===== config.mk =====
export PLATFORM = sky130hd
export DESIGN_NAME = cache_port_scheduler_flat
export DESIGN_NICKNAME = d
export VERILOG_FILES = /design/src/rtl/cache_port_scheduler_pkg.sv /design/src/rtl/cache_port_scheduler_if.sv /design/src/rtl/cache_port_scheduler_rr_pick.sv /design/src/rtl/cache_port_scheduler.sv /design/src/flat_wrapper.sv
export SDC_FILE = /design/constraint.sdc
export NUM_CORES = 1
export LEC_CHECK = 0
export CORE_UTILIZATION = 43
export DETAILED_ROUTE_END_ITERATION = 8
export GPL_TIMING_DRIVEN = 1
export HOLD_SLACK_MARGIN = 0.03
export MAX_ROUTING_LAYER = met4
export PLACE_DENSITY = 0.75
export SYNTH_ARGS = -nofsm -noshare
export SYNTH_HDL_FRONTEND = slang
export SYNTH_SLANG_ARGS = --single-unit

===== constraint.sdc =====
create_clock -name clk -period 8.3 [get_ports clk]
set_clock_uncertainty 0.1 [all_clocks]
set_input_delay 1.66 -clock clk [delete_from_list [all_inputs] [get_ports clk]]
set_output_delay 1.66 -clock clk [all_outputs]
set_load 0.01 [all_outputs]

===== src/rtl/cache_port_scheduler_pkg.sv =====
// rtl/cache_port_scheduler_pkg.sv - shared widths, requester encoding and helpers for the cache port scheduler
package cache_port_scheduler_pkg;

    localparam int CACHE_SCHED_NUM_REQ      = 5;
    localparam int CACHE_BANK_ADDRESS_WIDTH = 8;
    localparam int DATA_WIDTH               = 16;
    localparam int NETWORK_ADDRESS_WIDTH    = 4;
    localparam int CACHE_SCHED_IDX_W        = 3;

    typedef enum logic [2:0] {
        REQ_NORTH = 3'd0,
        REQ_SOUTH = 3'd1,
        REQ_EAST  = 3'd2,
        REQ_WEST  = 3'd3,
        REQ_LOCAL = 3'd4
    } reqIndexT;

    // Increment with wrap back to zero at modulus.
    function automatic int wrapInc(input int value, input int modulus);
        return (value + 1 >= modulus) ? 0 : value + 1;
    endfunction

endpackage


===== src/rtl/cache_port_scheduler_if.sv =====
// rtl/cache_port_scheduler_if.sv - requester request/grant bus and tagged read responses
interface cache_port_scheduler_if
    import cache_port_scheduler_pkg::*;
#(
    parameter int NUM_REQ = CACHE_SCHED_NUM_REQ,
    parameter int ADDR_W  = CACHE_BANK_ADDRESS_WIDTH,
    parameter int DATA_W  = DATA_WIDTH,
    parameter int NET_W   = NETWORK_ADDRESS_WIDTH,
    parameter int IDX_W   = CACHE_SCHED_IDX_W
);
    logic [NUM_REQ-1:0]        req_valid;
    logic [NUM_REQ-1:0]        req_write;
    logic [NUM_REQ*ADDR_W-1:0] req_addr;
    logic [NUM_REQ*DATA_W-1:0] req_data;
    logic [NUM_REQ*NET_W-1:0]  req_requester;
    logic [NUM_REQ-1:0]        req_ready;

    logic              rspA_valid;
    logic [IDX_W-1:0]  rspA_idx;
    logic [NET_W-1:0]  rspA_requester;
    logic [DATA_W-1:0] rspA_data;
    logic              rspB_valid;
    logic [IDX_W-1:0]  rspB_idx;
    logic [NET_W-1:0]  rspB_requester;
    logic [DATA_W-1:0] rspB_data;

    modport master (
        output req_valid, req_write, req_addr, req_data, req_requester,
        input  req_ready,
        input  rspA_valid, rspA_idx, rspA_requester, rspA_data,
        input  rspB_valid, rspB_idx, rspB_requester, rspB_data
    );

    modport slave (
        input  req_valid, req_write, req_addr, req_data, req_requester,
        output req_ready,
        output rspA_valid, rspA_idx, rspA_requester, rspA_data,
        output rspB_valid, rspB_idx, rspB_requester, rspB_data
    );
endinterface


===== src/rtl/cache_port_scheduler_rr_pick.sv =====
// rtl/cache_port_scheduler_rr_pick.sv - rotate-priority first-one finder with exclusion mask
module cache_port_scheduler_rr_pick #(
    parameter int NUM_REQ = 5,
    parameter int IDX_W   = 3
) (
    input  logic [NUM_REQ-1:0] candidates,
    input  logic [NUM_REQ-1:0] mask,
    input  logic [IDX_W-1:0]   startPtr,
    output logic               found,
    output logic [IDX_W-1:0]   pickIdx,
    output logic [NUM_REQ-1:0] pickOneHot
);
    localparam logic [IDX_W:0] NUM_REQ_W = (IDX_W + 1)'(NUM_REQ);

    logic [NUM_REQ-1:0] eligible;
    logic [IDX_W:0]     slot;

    assign eligible = candidates & ~mask;

    // Walk from startPtr upward, wrapping, and take the first eligible requester.
    always_comb begin
        found      = 1'b0;
        pickIdx    = '0;
        pickOneHot = '0;
        slot       = '0;
        for (int k = 0; k < NUM_REQ; k++) begin
            slot = {1'b0, startPtr} + (IDX_W + 1)'(k);
            if (slot >= NUM_REQ_W) begin
                slot = slot - NUM_REQ_W;
            end
            if (!found && eligible[slot[IDX_W-1:0]]) begin
                found                         = 1'b1;
                pickIdx                       = slot[IDX_W-1:0];
                pickOneHot[slot[IDX_W-1:0]]   = 1'b1;
            end
        end
    end
endmodule


===== src/rtl/cache_port_scheduler.sv =====
// rtl/cache_port_scheduler.sv - two-port round-robin cache bank scheduler with tagged read responses
module cache_port_scheduler
    import cache_port_scheduler_pkg::*;
#(
    parameter int NUM_REQ = CACHE_SCHED_NUM_REQ,
    parameter int ADDR_W  = CACHE_BANK_ADDRESS_WIDTH,
    parameter int DATA_W  = DATA_WIDTH,
    parameter int NET_W   = NETWORK_ADDRESS_WIDTH,
    parameter int IDX_W   = CACHE_SCHED_IDX_W
) (
    input  logic                 clk,
    input  logic                 reset,
    cache_port_scheduler_if.slave bus,
    output logic [ADDR_W-1:0]    cacheAddressIn_A,
    output logic [ADDR_W-1:0]    cacheAddressIn_B,
    output logic [DATA_W-1:0]    cacheDataIn_A,
    output logic [DATA_W-1:0]    cacheDataIn_B,
    output logic                 memWrite_A,
    output logic                 memWrite_B,
    input  logic [DATA_W-1:0]    cacheDataOut_A,
    input  logic [DATA_W-1:0]    cacheDataOut_B,
    output logic [15:0]          stat_conflicts
);
    logic [IDX_W-1:0]   rrPtr, nextPtr, lastIdx;
    logic               foundA, foundB, hasConflict;
    logic [IDX_W-1:0]   idxA, idxB;
    logic [NUM_REQ-1:0] oneHotA, oneHotB, conflictMask, maskB;
    logic [ADDR_W-1:0]  addrA, addrB;
    logic [DATA_W-1:0]  dataA, dataB;
    logic [NET_W-1:0]   whoA, whoB;
    logic               writeA, writeB;

    logic               tagValidA1, tagValidA2, tagValidB1, tagValidB2;
    logic [IDX_W-1:0]   tagIdxA1, tagIdxA2, tagIdxB1, tagIdxB2;
    logic [NET_W-1:0]   tagWhoA1, tagWhoA2, tagWhoB1, tagWhoB2;

    cache_port_scheduler_rr_pick #(.NUM_REQ(NUM_REQ), .IDX_W(IDX_W)) pickA (
        .candidates (bus.req_valid),
        .mask       ({NUM_REQ{1'b0}}),
        .startPtr   (rrPtr),
        .found      (foundA),
        .pickIdx    (idxA),
        .pickOneHot (oneHotA)
    );

    assign maskB = oneHotA | conflictMask;

    cache_port_scheduler_rr_pick #(.NUM_REQ(NUM_REQ), .IDX_W(IDX_W)) pickB (
        .candidates (bus.req_valid),
        .mask       (maskB),
        .startPtr   (rrPtr),
        .found      (foundB),
        .pickIdx    (idxB),
        .pickOneHot (oneHotB)
    );

    // Fetch the port A request fields and mark B candidates that collide with it.
    always_comb begin
        addrA        = '0;
        dataA        = '0;
        whoA         = '0;
        writeA       = 1'b0;
        conflictMask = '0;
        for (int i = 0; i < NUM_REQ; i++) begin
            if (oneHotA[i]) begin
                addrA  = bus.req_addr[i*ADDR_W +: ADDR_W];
                dataA  = bus.req_data[i*DATA_W +: DATA_W];
                whoA   = bus.req_requester[i*NET_W +: NET_W];
                writeA = bus.req_write[i];
            end
        end
        for (int i = 0; i < NUM_REQ; i++) begin
            conflictMask[i] = foundA && bus.req_valid[i] && !oneHotA[i]
                              && (bus.req_addr[i*ADDR_W +: ADDR_W] == addrA)
                              && (bus.req_write[i] || writeA);
        end
    end

    // Fetch the port B request fields.
    always_comb begin
        addrB  = '0;
        dataB  = '0;
        whoB   = '0;
        writeB = 1'b0;
        for (int i = 0; i < NUM_REQ; i++) begin
            if (oneHotB[i]) begin
                addrB  = bus.req_addr[i*ADDR_W +: ADDR_W];
                dataB  = bus.req_data[i*DATA_W +: DATA_W];
                whoB   = bus.req_requester[i*NET_W +: NET_W];
                writeB = bus.req_write[i];
            end
        end
    end

    assign hasConflict   = |conflictMask;
    assign lastIdx       = foundB ? idxB : idxA;
    assign nextPtr       = IDX_W'(wrapInc(int'(lastIdx), NUM_REQ));
    assign bus.req_ready = reset ? {NUM_REQ{1'b0}} : (oneHotA | oneHotB);

    // Advance the round-robin pointer past the last grant and count blocked B candidates.
    always_ff @(posedge clk) begin
        if (reset) begin
            rrPtr          <= '0;
            stat_conflicts <= '0;
        end else begin
            if (foundA) begin
                rrPtr <= nextPtr;
            end
            if (hasConflict && stat_conflicts != 16'hFFFF) begin
                stat_conflicts <= stat_conflicts + 16'd1;
            end
        end
    end

    // Port A issue registers and its read tag pipe.
    always_ff @(posedge clk) begin
        if (reset) begin
            cacheAddressIn_A <= '0;
            cacheDataIn_A    <= '0;
            memWrite_A       <= 1'b0;
            tagValidA1       <= 1'b0;
            tagIdxA1         <= '0;
            tagWhoA1         <= '0;
            tagValidA2       <= 1'b0;
            tagIdxA2         <= '0;
            tagWhoA2         <= '0;
        end else begin
            memWrite_A <= foundA && writeA;
            if (foundA) begin
                cacheAddressIn_A <= addrA;
                cacheDataIn_A    <= dataA;
            end
            tagValidA1 <= foundA && !writeA;
            tagIdxA1   <= idxA;
            tagWhoA1   <= whoA;
            tagValidA2 <= tagValidA1;
            tagIdxA2   <= tagIdxA1;
            tagWhoA2   <= tagWhoA1;
        end
    end

    // Port B issue registers and its read tag pipe.
    always_ff @(posedge clk) begin
        if (reset) begin
            cacheAddressIn_B <= '0;
            cacheDataIn_B    <= '0;
            memWrite_B       <= 1'b0;
            tagValidB1       <= 1'b0;
            tagIdxB1         <= '0;
            tagWhoB1         <= '0;
            tagValidB2       <= 1'b0;
            tagIdxB2         <= '0;
            tagWhoB2         <= '0;
        end else begin
            memWrite_B <= foundB && writeB;
            if (foundB) begin
                cacheAddressIn_B <= addrB;
                cacheDataIn_B    <= dataB;
            end
            tagValidB1 <= foundB && !writeB;
            tagIdxB1   <= idxB;
            tagWhoB1   <= whoB;
            tagValidB2 <= tagValidB1;
            tagIdxB2   <= tagIdxB1;
            tagWhoB2   <= tagWhoB1;
        end
    end

    assign bus.rspA_valid     = tagValidA2;
    assign bus.rspA_idx       = tagIdxA2;
    assign bus.rspA_requester = tagWhoA2;
    assign bus.rspA_data      = cacheDataOut_A;
    assign bus.rspB_valid     = tagValidB2;
    assign bus.rspB_idx       = tagIdxB2;
    assign bus.rspB_requester = tagWhoB2;
    assign bus.rspB_data      = cacheDataOut_B;
endmodule


===== src/flat_wrapper.sv =====
// flat-port wrapper written by rule: the top's interface ports become plain ports
module cache_port_scheduler_flat import cache_port_scheduler_pkg::*;
#(
    parameter int NUM_REQ = CACHE_SCHED_NUM_REQ,
    parameter int ADDR_W  = CACHE_BANK_ADDRESS_WIDTH,
    parameter int DATA_W  = DATA_WIDTH,
    parameter int NET_W   = NETWORK_ADDRESS_WIDTH,
    parameter int IDX_W   = CACHE_SCHED_IDX_W
)
  (clk, reset, cacheAddressIn_A, cacheAddressIn_B, cacheDataIn_A, cacheDataIn_B, memWrite_A, memWrite_B, cacheDataOut_A, cacheDataOut_B, stat_conflicts, bus_req_valid, bus_req_write, bus_req_addr, bus_req_data, bus_req_requester, bus_req_ready, bus_rspA_valid, bus_rspA_idx, bus_rspA_requester, bus_rspA_data, bus_rspB_valid, bus_rspB_idx, bus_rspB_requester, bus_rspB_data);
  cache_port_scheduler_if #(.NUM_REQ(NUM_REQ), .ADDR_W(ADDR_W), .DATA_W(DATA_W), .NET_W(NET_W), .IDX_W(IDX_W)) bus_i ();
  input  logic clk;
  input  logic reset;
  output logic [ADDR_W-1:0] cacheAddressIn_A;
  output logic [ADDR_W-1:0] cacheAddressIn_B;
  output logic [DATA_W-1:0] cacheDataIn_A;
  output logic [DATA_W-1:0] cacheDataIn_B;
  output logic memWrite_A;
  output logic memWrite_B;
  input  logic [DATA_W-1:0] cacheDataOut_A;
  input  logic [DATA_W-1:0] cacheDataOut_B;
  output logic [15:0] stat_conflicts;
  input wire logic [$bits(bus_i.req_valid)-1:0] bus_req_valid;
  input wire logic [$bits(bus_i.req_write)-1:0] bus_req_write;
  input wire logic [$bits(bus_i.req_addr)-1:0] bus_req_addr;
  input wire logic [$bits(bus_i.req_data)-1:0] bus_req_data;
  input wire logic [$bits(bus_i.req_requester)-1:0] bus_req_requester;
  output wire logic [$bits(bus_i.req_ready)-1:0] bus_req_ready;
  output wire logic [$bits(bus_i.rspA_valid)-1:0] bus_rspA_valid;
  output wire logic [$bits(bus_i.rspA_idx)-1:0] bus_rspA_idx;
  output wire logic [$bits(bus_i.rspA_requester)-1:0] bus_rspA_requester;
  output wire logic [$bits(bus_i.rspA_data)-1:0] bus_rspA_data;
  output wire logic [$bits(bus_i.rspB_valid)-1:0] bus_rspB_valid;
  output wire logic [$bits(bus_i.rspB_idx)-1:0] bus_rspB_idx;
  output wire logic [$bits(bus_i.rspB_requester)-1:0] bus_rspB_requester;
  output wire logic [$bits(bus_i.rspB_data)-1:0] bus_rspB_data;
  assign bus_i.req_valid = bus_req_valid;
  assign bus_i.req_write = bus_req_write;
  assign bus_i.req_addr = bus_req_addr;
  assign bus_i.req_data = bus_req_data;
  assign bus_i.req_requester = bus_req_requester;
  assign bus_req_ready = bus_i.req_ready;
  assign bus_rspA_valid = bus_i.rspA_valid;
  assign bus_rspA_idx = bus_i.rspA_idx;
  assign bus_rspA_requester = bus_i.rspA_requester;
  assign bus_rspA_data = bus_i.rspA_data;
  assign bus_rspB_valid = bus_i.rspB_valid;
  assign bus_rspB_idx = bus_i.rspB_idx;
  assign bus_rspB_requester = bus_i.rspB_requester;
  assign bus_rspB_data = bus_i.rspB_data;
  cache_port_scheduler #(.NUM_REQ(NUM_REQ), .ADDR_W(ADDR_W), .DATA_W(DATA_W), .NET_W(NET_W), .IDX_W(IDX_W)) u_core (.clk(clk), .reset(reset), .bus(bus_i), .cacheAddressIn_A(cacheAddressIn_A), .cacheAddressIn_B(cacheAddressIn_B), .cacheDataIn_A(cacheDataIn_A), .cacheDataIn_B(cacheDataIn_B), .memWrite_A(memWrite_A), .memWrite_B(memWrite_B), .cacheDataOut_A(cacheDataOut_A), .cacheDataOut_B(cacheDataOut_B), .stat_conflicts(stat_conflicts));
endmodule

* Yosys cells after proc, flatten, opt, wreduce, memory -nomap -nowiden
Cells that the tools add are included.
** Cells by class
- Add/subtract/negate cells :: 11
- Order comparisons :: 16
- Equal/unequal tests :: 6
- Mux-type cells :: 108
- Bitwise operators :: 12
- Reductions and logical operators :: 59
** Operators with widths (count)
- 16-bit two-way mux :: 10
- 8-bit two-way mux :: 10
- 5-bit two-way mux :: 11
- 3-bit two-way mux :: 17
- 5-bit bitwise OR :: 10
- 8-bit equality test :: 5
- 4-bit two-way mux :: 10
- 1-bit logical AND :: 38
- 1-bit two-way mux :: 35
- 1-bit binary-select mux with 3-bit select :: 10
- 4-bit by 3-bit >= comparator with 1-bit output (second input constant) :: 5
- 3-bit by 4-bit < comparator with 1-bit output (second input constant) :: 5
- 16-bit by 1-bit adder with 16-bit output (second input constant) :: 1
- 16-bit inequality test (second input constant) :: 1
- 1-bit demux with 3-bit select :: 5
- 3-bit by 1-bit >= comparator with 1-bit output (second input constant) :: 5
- 1-bit logical NOT :: 15
- 3-bit subtractor (second input constant) :: 5
- 3-bit by 1-bit adder with 4-bit output (second input constant) :: 2
- 3-bit by 2-bit adder with 4-bit output (second input constant) :: 2
- 5-bit AND :: 1
- 1-bit logical OR :: 5
- 5-bit inverter :: 1
- 5-bit OR reduction :: 1
- other kinds (2) :: 2
** Word-level totals
- Register bits after elaboration :: 101
- Input port bits :: 184
- Output and inout bits :: 119
- Word-level logic and storage cells :: 232

* Logic depth before layout (Yosys ltp)
- Word-level depth :: 50
- Depth in mapped cells :: 30
- Depth with buffers taken out :: 25

* Hierarchy
From an unflattened synthesis, not the netlist that was laid out.
** Unflattened totals
- Cells, all modules :: 1539
- Area total of the unflattened synthesis :: 10862.9 sq um
** Modules (own cells, without submodules)
- cache_port_scheduler :: times used 1, cells each 1173, area an instance 8309.2 sq um, seq. area each 2021.9 sq um
- cache_port_scheduler_rr_pick at u_core.pickA :: times used 1, cells each 186, area an instance 1293.7 sq um, seq. area each 0.0 sq um
- cache_port_scheduler_rr_pick at u_core.pickB :: times used 1, cells each 180, area an instance 1260.0 sq um, seq. area each 0.0 sq um

* Worst setup path before layout
OpenSTA, ideal clock, no wires.
- Kind :: in2out
- Start :: in bus_req_valid[4]
- End :: out bus_req_ready[3]
- Data arrival time :: 6.394 ns
- Required time :: 6.540 ns
- Slack :: 0.146 ns
- Stages on the path :: 20
- Buffers on the path :: 4
- Cell sequence :: buf_2 > inv_1 > o41ai_1 > o221a_2 > o221ai_2 > or2_0 > clkbuf_1 > o211a_1 > a21oi_2 > a221oi_2 > a32o_1 > or4_1 > nor4_2 > a22oi_1 > and3_4 > a2111oi_4 > a211oi_2 > buf_2 > buf_4 > a21oi_1
** On the way
- Word-level cells in the longest chain between the ends :: 43
- Elaborated cells between the ends (all ways) :: 113
- Those cells by class :: 5 x eq/ne; 50 x mux; 12 x bitwise; 46 x reduce/logical
** Ends and longest elaborated chain
- from (decl) :: RTL line flat_wrapper.sv:23 : input wire logic [$bits(bus_i.req_valid)-1:0] bus_req_valid;
- 1-bit binary-select mux with 3-bit select :: RTL line cache_port_scheduler_rr_pick.sv:31 : if (!found && eligible[slot[IDX_W-1:0]]) begin
- 1-bit two-way mux (implied by the code) :: RTL line cache_port_scheduler_rr_pick.sv:31
- 1-bit two-way mux :: RTL line cache_port_scheduler_rr_pick.sv:31
- 1-bit logical NOT :: RTL line cache_port_scheduler_rr_pick.sv:31
- 1-bit logical AND :: RTL line cache_port_scheduler_rr_pick.sv:31
- 1-bit two-way mux :: RTL line cache_port_scheduler_rr_pick.sv:31
- 1-bit logical NOT :: RTL line cache_port_scheduler_rr_pick.sv:31
- 1-bit logical AND :: RTL line cache_port_scheduler_rr_pick.sv:31
- [27 not listed]
- 1-bit logical NOT :: RTL line cache_port_scheduler_rr_pick.sv:31
- 1-bit logical AND :: RTL line cache_port_scheduler_rr_pick.sv:31
- 1-bit two-way mux :: RTL line cache_port_scheduler_rr_pick.sv:31
- 1-bit logical NOT :: RTL line cache_port_scheduler_rr_pick.sv:31
- 1-bit logical AND :: RTL line cache_port_scheduler_rr_pick.sv:31
- 5-bit two-way mux :: RTL line cache_port_scheduler_rr_pick.sv:31
- 5-bit bitwise OR * :: RTL line cache_port_scheduler.sv:98 : assign bus.req_ready = reset ? {NUM_REQ{1'b0}} : (oneHotA | oneHotB);
- 5-bit two-way mux * :: RTL line cache_port_scheduler.sv:98
- to (decl) :: RTL line flat_wrapper.sv:28 : output wire logic [$bits(bus_i.req_ready)-1:0] bus_req_ready;
Mark *: on every way between the ends. The rest lies on a longest branch, timed or not. The select of a mux whose other input is x is not followed.

* Final worst setup path
- Start :: in bus_req_valid[4]
- End :: out bus_req_ready[2]
The elaborated chain is that of the path after synthesis.

==> flow_metrics.py <==
metrics = {
    "sta": {
        "tightest_slew_ns": 1.01,
        "fmax_mhz": 122,
        "fin_tns_setup_ns": 0,
        "setup_viol": 0,
        "drv_slew": 0,
        "slew_headroom_pct": 32.5,
        "min_period_ns": 8.22,
        "timing.final.crit_share_pct": 99.0,
        "hold_viol": 0,
    },
    "detailed_routing": {
        "routed-via-count": 13000,
        "drc": 0,
        "drt-wirelength-per-cell_um": 25.8,
        "vias_per_cell": 6.66,
        "drt_wl_total_mm": 50.2,
        "detail-route-antenna-nets": 0,
        "drt-pass1-iter-count": 9,
        "first_iter_violations": 1679,
    },
    "logic_synthesis": {
        "synth-compound-area-share_pct": 39.8,
        "synth-edff-count": 0,
        "synthFlopType": "dfxtp_1",
        "synth.avg_cell_area_um2": 7.65,
        "yosysTopAreaCell": "dfxtp_1",
        "synth_top_family_by_area": "compound AO/OA/AOI/OAI gates",
        "synth_top_area_share_pct": 21.7,
        "async_flop_share_pct": 0,
        "synth_xor_area_share_pct": 2.82,
        "synth-simple-area-share_pct": 23.7,
        "ys_warn_count": 0,
        "syn_inst": 1216,
        "synthAdderAreaFrac_pct": 1.69,
        "synth.distinct_cells": 105,
        "ys_seq_area_share_pct": 21.7,
        "syn-num-nets": 1412,
        "ys_ff_latch": 101,
        "netlist_area_mm2": 0.00931,
        "synth_area_leaders": "dfxtp_1 (22%), nand2_1 (4.6%), a21oi_1 (3.8%)",
        "synth.area.mux_share_pct": 1.88,
    },
    "pwr": {
        "clkPwrFrac_pct": 5.2,
        "p_per_area_mw_per_mm2": 565,
        "power_mw": 8.49,
        "intPower_mw": 4.11,
        "p_sw_share_pct": 51.6,
        "ir_worst_vdd_v": 0.000395,
        "p_comb_share_pct": 86.4,
        "seq_power_share_pct": 8.4,
        "p_leak_nw": 5.88,
        "p_switching_mw": 4.38,
    },
    "setup_path": {
        "worst-endpoint-arrival_ns": 6.46,
        "criticalPathCategory": "in2out",
        "required_ns": 6.54,
        "critPathSlowestCell": "or4_4",
        "crit_chain": "clkbuf_2 > buf_6 > o2111a_1 > a31oi_2 > o2111ai_2 > buf_4 > o31ai_2 > buf_4 > a21o_4 > nand3_1 > a311oi_1 > buf_4 > buf_4 > o221ai_2 > or4_4 > o21ba_4 > o32ai_4 > nor3_4 > a2111oi_4 > buf_4 > buf_4 > a211oi_4 > a21oi_1 > clkdlybuf4s15_2",
        "endpoint_kind": "output port",
        "cp-start-kind": "input port",
        "max_stage_delay_ns": 0.59,
        "critPathMaxFanout": 6,
        "cpMostUsedCell": "buf_4",
    },
    "placed_design": {
        "place_area_mm2": 0.0136,
        "buffer_ports.inserted": 238,
        "routabilityCongestion": 1.07,
        "place_inst": 1885,
        "dp_hpwl_mm": 37.9,
    },
    "clock_tree": {
        "cts-root-buf": "clkbuf_16",
        "numCtsBuffers": 9,
        "clockBufferDepth": 2,
        "cts_tree": "done",
        "cts.sinks": 101,
        "clock_latency_ns": 0.36,
        "cts.htree.levels": 3,
        "clkTransAtPathRegs_ns": 0.08,
    },
    "die": {
        "core_mm2": 0.0212,
        "die-area_mm2": 0.0222,
        "die_h_um": 149,
        "rows": 53,
        "fp.dieW_um": 149,
        "start_util_pct": 44.0,
        "ios": 303,
    },
    "job": {
        "max_cap_violations": 0,
    },
    "cells_and_area": {
        "area_delta_synth_final_pct": 61.4,
        "final_cell_area_mm2": 0.0150,
        "final_common_cell": "buf_4",
        "nets": 1861,
        "final_cell_mix": "buf_4 (299), clkdlybuf4s50_1 (227), nand2_1 (111)",
        "instances_no_fill": 1945,
        "drive_gt1_share_pct": 29.9,
        "diodes": 0,
    },
    "global_routing": {
        "first_global_vias": 12500,
        "grt_usage_pct": 44.7,
        "grt_max_degree": 91,
        "grt_pass1_wl_mm": 72.9,
        "gr-total-overflow": 0,
        "antenna_found_initial": 0,
    },
    "outcome": {
        "status": "complete, no violations",
    },
    "min_path": {
        "hold_class": "reg2reg",
    },
}
==> repair_timing <==
item / in CTS / in global routing
setup buffers: 27 / 20
pin swaps: 28 / 43
endpoints found under the hold margin: 0 / 0
setup endpoints to repair: 5 / 5
hold buffers: 0 / 0
gates resized for setup: 92 / 103
cloned: 0 / 1
==> worst max-delay path: cells and delay by family <==
| kind | cells | cell delay, ns |
|---|---|---|
| compound gates | 12 | 2.50 |
| buf+inv | 9 | 1.49 |
| simple gates | 3 | 0.78 |
==> final cells by class <==
class	count	area, µm²
multi-input combinational	957	7260
clock buffer	9	225
timing repair buffer	556	4920
sequential	101	2020
fill	1713	6130
clock inverter	7	91.3
inverter	40	150
tap	275	344
==> synth_stat cells, drive strengths merged, types with 8 or more instances <==
cell type and n:
a31o 8, and2 27, o31ai 22, a21oi 73, xnor2 16, a32oi 19
a221oi 29, o221ai 8, a211oi 31, and3 23, o211ai 11, a22oi 30
o21a 10, a21o 12, nand4 12, nor2b 33, o22a 10, dfxtp 101
nand3 36, clkbuf 48, a31oi 42, xor2 14, o311ai 12, or3 18
o22ai 26, o21ai 43, nor3 21, ha 11, nor2 72, inv 40
a21boi 8, nand2 114, mux2i 13, nand2b 11, buf 70, a222oi 25
nor4 19
==> sequential cells by signal, indices dropped and copies added, names as in the netlist <==
signal and cells:
u_core.cacheDataIn_A 16, u_core.cacheDataIn_B 16, u_core.stat_conflicts 16, u_core.cacheAddressIn_A 8
u_core.cacheAddressIn_B 8, u_core.bus.rspA_requester 4, u_core.bus.rspB_requester 4, u_core.tagWhoA1 4
u_core.tagWhoB1 4, u_core.bus.rspA_idx 3, u_core.bus.rspB_idx 3, u_core.rrPtr 3
u_core.tagIdxA1 3, u_core.tagIdxB1 3, u_core.bus.rspA_valid 1, u_core.bus.rspB_valid 1
u_core.memWrite_A 1, u_core.memWrite_B 1, u_core.tagValidA1 1, u_core.tagValidB1 1
==> logic make-up after synthesis <==
group	count (synthesis)
xor gates and xnor gates	30
buffers and inverters	158
muxes	17
adders and majority gates	12
and+or+nand+nor	420
AOI/OAI and AO/OA	478
DFF	101
==> path summary, 6_finish.rpt <==
kind	from	end	slack, ns	cells after the start
max	bus_req_valid[4]	bus_req_ready[2]	0.08	24
min	u_core.tagIdxA1[2]	u_core.bus.rspA_idx[2]	0.33	1
max reg2reg	u_core.rrPtr[1]	u_core.tagWhoB1[1]	0.86	37
min reg2reg	u_core.tagIdxA1[2]	u_core.bus.rspA_idx[2]	0.33	1
==> power by group through the flow <==
stage / sequential [mW] / combinational, mW / clock [mW]
finish: 0.713 / 7.33 / 0.442
global route: 0.723 / 7.62 / 0.462
CTS: 0.710 / 6.64 / 0.442
detailed placement: 0.717 / 6.27 / 0
global placement: 0.713 / 6.23 / 0
floorplan: 0.753 / 3.26 / 0
==> routing by layer <==
layer	global-route usage, %	wire, µm
met1	55.1	19300
met2	67.7	22300
met3	8.01	5200
met4	26.9	3460
met5	-	0
==> through the flow <==
stage                     util, %  hold slack [ns]  setup slack (ns)
after floorplan                 -            0.314             0.146
after global placement       64.2            0.316             -1.00
after detailed placement     64.2            0.320             -1.05
after CTS                    68.2            0.333         -0.000655
after global routing         71.0            0.336           -0.0817
final                        71.0            0.333            0.0824
No activity file was read; power rests on OpenSTA's default activity.
